**config.mk**
```make
export PLATFORM = sky130hd
export DESIGN_NAME = spike_aer_encoder
export DESIGN_NICKNAME = d
export VERILOG_FILES = /design/src/rtl/spike_aer_encoder.sv
export SDC_FILE = /design/constraint.sdc
export NUM_CORES = 1
export LEC_CHECK = 0
export CELL_PAD_IN_SITES_DETAIL_PLACEMENT = 0
export CELL_PAD_IN_SITES_GLOBAL_PLACEMENT = 1
export CORE_UTILIZATION = 37
export CTS_BUF_LIST = sky130_fd_sc_hd__clkbuf_8
export DETAILED_ROUTE_END_ITERATION = 6
export PLACE_DENSITY = 0.59
export SLEW_MARGIN = 15
export SYNTH_ARGS = -nofsm -noshare
export SYNTH_HDL_FRONTEND = slang
export SYNTH_SLANG_ARGS = --single-unit
```
**constraint.sdc**
```tcl
create_clock -name CLK -period 8.05 [get_ports CLK]
set_input_delay 1.2075 -clock CLK [delete_from_list [all_inputs] [get_ports CLK]]
set_output_delay 1.2075 -clock CLK [all_outputs]
set_load 0.05 [all_outputs]
```
**src/rtl/spike_aer_encoder.sv**
```systemverilog
// Expands parallel post-neuron spike vectors into per-neuron AER words, queues them with
// time-step markers in a FIFO and drains the FIFO over a 4-phase REQ/ACK output link.
module spike_aer_encoder #(
    parameter int unsigned POST_NEUR_PARALLEL   = 4,
    parameter int unsigned POST_NEUR_ADDR_WIDTH = 10,
    parameter int unsigned AER_WIDTH            = 12,
    parameter int unsigned TIME_STEP            = 8,
    parameter int unsigned FIFO_DEPTH           = 16
) (
    input  logic                              CLK,
    input  logic                              RST_N,
    input  logic                              SPIKE_VALID,
    input  logic [POST_NEUR_PARALLEL-1:0]     SPIKE_VEC,
    input  logic [POST_NEUR_ADDR_WIDTH-1:0]   SPIKE_GROUP_ADDR,
    input  logic                              TSTEP_MARK,
    input  logic [$clog2(TIME_STEP)-1:0]      CURRENT_TIME_STEP,
    input  logic                              CLR_OVERFLOW,
    output logic                              SPIKE_READY,
    output logic                              AEROUT_REQ,
    output logic [AER_WIDTH-1:0]              AEROUT_ADDR,
    input  logic                              AEROUT_ACK,
    output logic [$clog2(FIFO_DEPTH):0]       FIFO_COUNT,
    output logic                              OVERFLOW
);

    localparam int unsigned IdxW = $clog2(POST_NEUR_PARALLEL);
    localparam int unsigned PtrW = $clog2(FIFO_DEPTH);
    localparam int unsigned CntW = PtrW + 1;
    localparam int unsigned TsW  = $clog2(TIME_STEP);
    localparam int unsigned AdrW = POST_NEUR_ADDR_WIDTH;

    typedef enum logic [1:0] {StIdle, StReq, StAckLow} tx_state_e;

    logic [POST_NEUR_PARALLEL-1:0] pend_q, pend_d;
    logic [AdrW-1:0]               base_q, base_d;
    logic                          marker_q, marker_d;
    logic [TsW-1:0]                ts_q, ts_d;
    logic                          overflow_q, overflow_d;
    logic                          ack_meta_q, ack_sync_q;
    tx_state_e                     state_q, state_d;
    logic [AER_WIDTH-1:0]          addr_q, addr_d;
    logic [AER_WIDTH-1:0]          mem_q [FIFO_DEPTH];
    logic [PtrW-1:0]               wr_ptr_q, wr_ptr_d, rd_ptr_q, rd_ptr_d;
    logic [CntW-1:0]               count_q, count_d;

    logic                 ready, fifo_full, fifo_empty;
    logic                 push, push_spike, push_marker, pop, drop;
    logic [IdxW-1:0]      low_idx;
    logic [AER_WIDTH-1:0] push_word;

    // Input capture and lowest-bit-first expansion of the pending vector.
    always_comb begin
        ready       = (pend_q == '0) && !marker_q;
        fifo_full   = (count_q == CntW'(FIFO_DEPTH));
        fifo_empty  = (count_q == '0);
        push_spike  = (pend_q != '0) && !fifo_full;
        push_marker = (pend_q == '0) && marker_q && !fifo_full;
        push        = push_spike || push_marker;
        drop        = (SPIKE_VALID || TSTEP_MARK) && !ready;

        low_idx = '0;
        for (int i = int'(POST_NEUR_PARALLEL) - 1; i >= 0; i--) begin
            if (pend_q[i]) low_idx = IdxW'(i);
        end

        push_word = '0;
        if (push_marker) begin
            push_word[TsW-1:0]      = ts_q;
            push_word[AER_WIDTH-2]  = 1'b1;
        end else begin
            push_word[AdrW-1:0] = base_q + AdrW'(low_idx);
        end

        pend_d     = pend_q;
        base_d     = base_q;
        marker_d   = marker_q;
        ts_d       = ts_q;
        overflow_d = overflow_q;
        if (SPIKE_VALID && ready) begin
            pend_d = SPIKE_VEC;
            base_d = SPIKE_GROUP_ADDR;
        end else if (push_spike) begin
            pend_d = pend_q & (pend_q - POST_NEUR_PARALLEL'(1));
        end
        if (TSTEP_MARK && ready) begin
            marker_d = 1'b1;
            ts_d     = CURRENT_TIME_STEP;
        end else if (push_marker) begin
            marker_d = 1'b0;
        end
        if (drop) begin
            overflow_d = 1'b1;
        end else if (CLR_OVERFLOW) begin
            overflow_d = 1'b0;
        end
    end

    // Transmit FSM and FIFO pointer bookkeeping.
    always_comb begin
        state_d = state_q;
        addr_d  = addr_q;
        pop     = 1'b0;
        case (state_q)
            StIdle: begin
                if (!fifo_empty) begin
                    pop     = 1'b1;
                    addr_d  = mem_q[rd_ptr_q];
                    state_d = StReq;
                end
            end
            StReq:    if (ack_sync_q) state_d = StAckLow;
            StAckLow: if (!ack_sync_q) state_d = StIdle;
            default:  state_d = StIdle;
        endcase

        wr_ptr_d = wr_ptr_q + PtrW'(push);
        rd_ptr_d = rd_ptr_q + PtrW'(pop);
        count_d  = count_q + CntW'(push) - CntW'(pop);
    end

    always_ff @(posedge CLK or negedge RST_N) begin
        if (!RST_N) begin
            pend_q     <= '0;
            base_q     <= '0;
            marker_q   <= 1'b0;
            ts_q       <= '0;
            overflow_q <= 1'b0;
            ack_meta_q <= 1'b0;
            ack_sync_q <= 1'b0;
            state_q    <= StIdle;
            addr_q     <= '0;
            wr_ptr_q   <= '0;
            rd_ptr_q   <= '0;
            count_q    <= '0;
        end else begin
            pend_q     <= pend_d;
            base_q     <= base_d;
            marker_q   <= marker_d;
            ts_q       <= ts_d;
            overflow_q <= overflow_d;
            ack_meta_q <= AEROUT_ACK;
            ack_sync_q <= ack_meta_q;
            state_q    <= state_d;
            addr_q     <= addr_d;
            wr_ptr_q   <= wr_ptr_d;
            rd_ptr_q   <= rd_ptr_d;
            count_q    <= count_d;
        end
    end

    // Storage needs no reset: occupancy is tracked by the pointers and count.
    always_ff @(posedge CLK) begin
        if (push) mem_q[wr_ptr_q] <= push_word;
    end

    assign SPIKE_READY = ready;
    assign AEROUT_REQ  = (state_q == StReq);
    assign AEROUT_ADDR = addr_q;
    assign FIFO_COUNT  = count_q;
    assign OVERFLOW    = overflow_q;

endmodule

```
==> results.md <==
- # hold bufs at CTS: 0
- LEAKAGE: 3.79 nW
- Die Wd: 159 um
- Critical path arrival: 2.44 ns
- Vias per Instance: 5.04
- HP Class: reg -> reg
- Top post-synthesis cells by area: edfxtp_1 58%, dfrtp_1 13%, mux4_1 6.1%, mux4_2 5.7%, mux2_2 1.6%
- # setup viols final: 0
- Kind of critical path: reg -> out
- # Post-CTS Setup Buffers: 0
- Final Critical Period: 3.64 ns
- Wire length on met3: 1150 um
- Slowest cell on the critical path: clkdlybuf4s50_1
- Row cnt: 56
- Die area: 0.0251 mm2
- Fill count: 2093
- Gpl congestion: 0.703
- Final Power: 0.00470 W
- Post-synth ARST share: 21.1%
- Tightest Pin Transition: 1.16 ns
- Bufs on Longest Clock Path: 3
- FF/Latch Area: 0.00646 mm2
- Fin crit share: 45.3%
- Main synth FF type: edfxtp_1
- PostCTS Resize Cnt: 0
- Initial antenna violation count: 0
- CP top delay family: buffers and inverters
- Netlist cell types: 47
- Max layer used: met4
- Crit Path Max Fanout: 10
- Mapped Nets: 520
- Peak supply drop: 0.262 mV
- Drt drc: 0
- DR WL met2: 9320 um
- Later-pin clock latency in the skew report: 0.52 ns
- Setup TNS: 0 ns
- Relative slew margins: 22.3%
- Htree depth: 2
- Clock root buffer: clkbuf_8
- Final Hold Viols: 0
- Reg clk slew, reported paths: 0.05 ns
- Final net count: 600
- Detailed Route Iter0 Violations: 355
- Register area share after synthesis: 71.2%
- Pwr dens: 444 mW/mm2
- GR Overflow Total: 0
- Worst Path Required: 6.84 ns
- Total GRT Usage: 16.2%
- Starting density of the core: 38.2%
- CP peak stage delay: 0.89 ns
- First-pass GRT wire length: 29100 um
- Utilization after layout: 44.6%
- Critical Path Sink Type: output pin
- Worst path bufs/invs: 1
- Post-Syn Area per Cell: 18.7 um2
- Synth Warn #: 0
- Clk sink count: 223
- Vias: 4585
- Port buffer count: 41
- Vias in the first global route: 4982
- Yosys reg bits: 223
- Wire length per cell: 20.6 um
- Mapped Cells: 485
- Fmax: 0.274 GHz
- Synthesized cell area: 0.00907 mm2
- Clk_skew: 0.0250 ns
- Max Cap Viol: 0
- Status: completed
- Drt pass-1 iters: 4
- RSZ-0062 raised after global routing: false
- Cts bufs inserted: 39
- Worst Hold Margin: 0.352 ns
- Number of synthesized flops with an enable pin: 176
- Crit-path cells: nor2_1, and3_1, clkdlybuf4s50_1
- N_diodes: 0
- CTS tree: yes
- DP HPWL: 11500 um
- Area Growth Syn to Fin: 16.7%
- Pin count of the biggest net entering global routing: 48
- Max Transition Viols Final: 0
- Crit path launch type: flip-flop
- Die H: 159 um
- Routed wire length: 18700 um
- Post-synth top area share: 58.3%
- Num ports: 43
- Antenna-violating nets left: 0
- Share of post-route cells with drive strength above 1: 20.5%
- Post-Route M1 WL: 7820 um
- Area leader, netlist: edfxtp_1
- Core area: 0.0238 mm2
- Footprint of the multi-input gates: 0.00239 mm2
[cells by family (layout without fill, tap and decap cells)]
family | Yosys count | count (layout) | share of synthesized area, %
AOI/OAI and AO/OA | 45 | 45 | 3.38
xor gates and xnor gates | 15 | 15 | 1.45
adders and majority gates | 12 | 12 | 1.82
buffers and inverters | 38 | 143 | 2.41
DFF | 223 | 223 | 71.2
muxes | 69 | 69 | 14.8
other | 1 | 1 | 0.0414
and+or+nand+nor | 82 | 82 | 4.86
[layer usage]
| layer | vias to the layer above | track usage, % |
|---|---|---|
| met5 | - | 0 |
| met4 | 0 | 6.14 |
| met3 | 29 | 3.38 |
| met2 | 119 | 27.3 |
| met1 | 2342 | 20.5 |
| li1 | 2095 | - |
[where the power goes]
group          leakage [nW]  switching [W]  internal [W]  total [W]
Combinational          1.21        0.00112      0.000660    0.00178
Clock                 0.422       0.000436      0.000511   0.000947
Sequential             2.16       0.000148       0.00183    0.00198
[metrics by stage]
stage          cells  instance area [um2]  setup slack [ns]
6_report         909                10600              4.41
5_1_grt          909                10600              4.28
4_1_cts          909                10600              4.34
3_5_place_dp     843                 9870              4.93
3_3_place_gp     843                 9870              4.97
2_1_floorplan    485                 9070              5.17
[sequential cells by signal, indices dropped and copies added, names as in the netlist]
name	flops
state_q	2
mem_q	176
OVERFLOW	1
base_q	10
ts_q	3
marker_q	1
wr_ptr_q	4
ack_sync_q	1
AEROUT_ADDR	11
FIFO_COUNT	5
rd_ptr_q	4
pend_q	4
ack_meta_q	1
[worst reg2reg max path, delay by kind of cell (launching register included)]
kind | cells | cell delay (ns)
simple gates | 3 | 0.73
flops | 1 | 0.41
fa+ha+maj | 2 | 0.57
compound gates | 2 | 0.89
buf+inv | 2 | 0.13
[final timing paths]
check / depth (start not counted) / to / startpoint / slack (ns)
worst min register to register: 0 / ack_sync_q$_DFF_PN0_ / ack_meta_q$_DFF_PN0_ / 0.35
worst min-delay path: 0 / ack_sync_q$_DFF_PN0_ / ack_meta_q$_DFF_PN0_ / 0.35
worst max-delay path: 3 / SPIKE_READY / pend_q[3]$_DFFE_PN0P_ / 4.41
max in group asynchronous: 2 / rd_ptr_q[1]$_DFF_PN0_ / RST_N / 6.80
worst max register to register: 9 / mem_q[11][6]$_DFFE_PP_ / pend_q[2]$_DFFE_PN0P_ / 4.97
min in group asynchronous: 2 / FIFO_COUNT[3]$_DFF_PN0_ / RST_N / 0.79
[Yosys cell counts, drive strengths merged, types with 2 or more instances]
cell	count
a21oi	6
a221oi	11
a32o	2
and2	2
buf	20
clkbuf	4
dfrtp	47
edfxtp	176
fa	2
ha	10
inv	14
mux2	14
mux2i	11
mux4	44
nand2	13
nand2b	7
nand3	5
nand3b	3
nor2	32
nor3	7
o21ai	10
o22ai	12
or2	2
or3	3
xnor2	9
xor2	6
[final cells by class]
cell class / count / share of cell area, %
inverters: 14 / 0.496
clock buffers: 42 / 5.46
repair buffers: 63 / 5.39
flip-flops and latches: 223 / 61.0
well taps: 319 / 3.77
multi-input cells: 224 / 22.6
clock inverters: 24 / 1.22
[cells in the final DEF, fill, tap and decap left out, types with 6 or more instances in the layout]
master and count:
mux2_2 13, xnor2_1 9, mux4_1 21, o22ai_1 12, ha_1 10, o21ai_0 8, mux4_2 23, dfrtp_1 46
buf_4 22, edfxtp_1 176, mux2i_1 11, nor2_1 30, clkdlybuf4s50_1 40, nand2_1 12, nand2b_1 7, xor2_1 6
a221oi_1 11, inv_1 29, clkbuf_8 42
(Power assumes the default switching activity.)
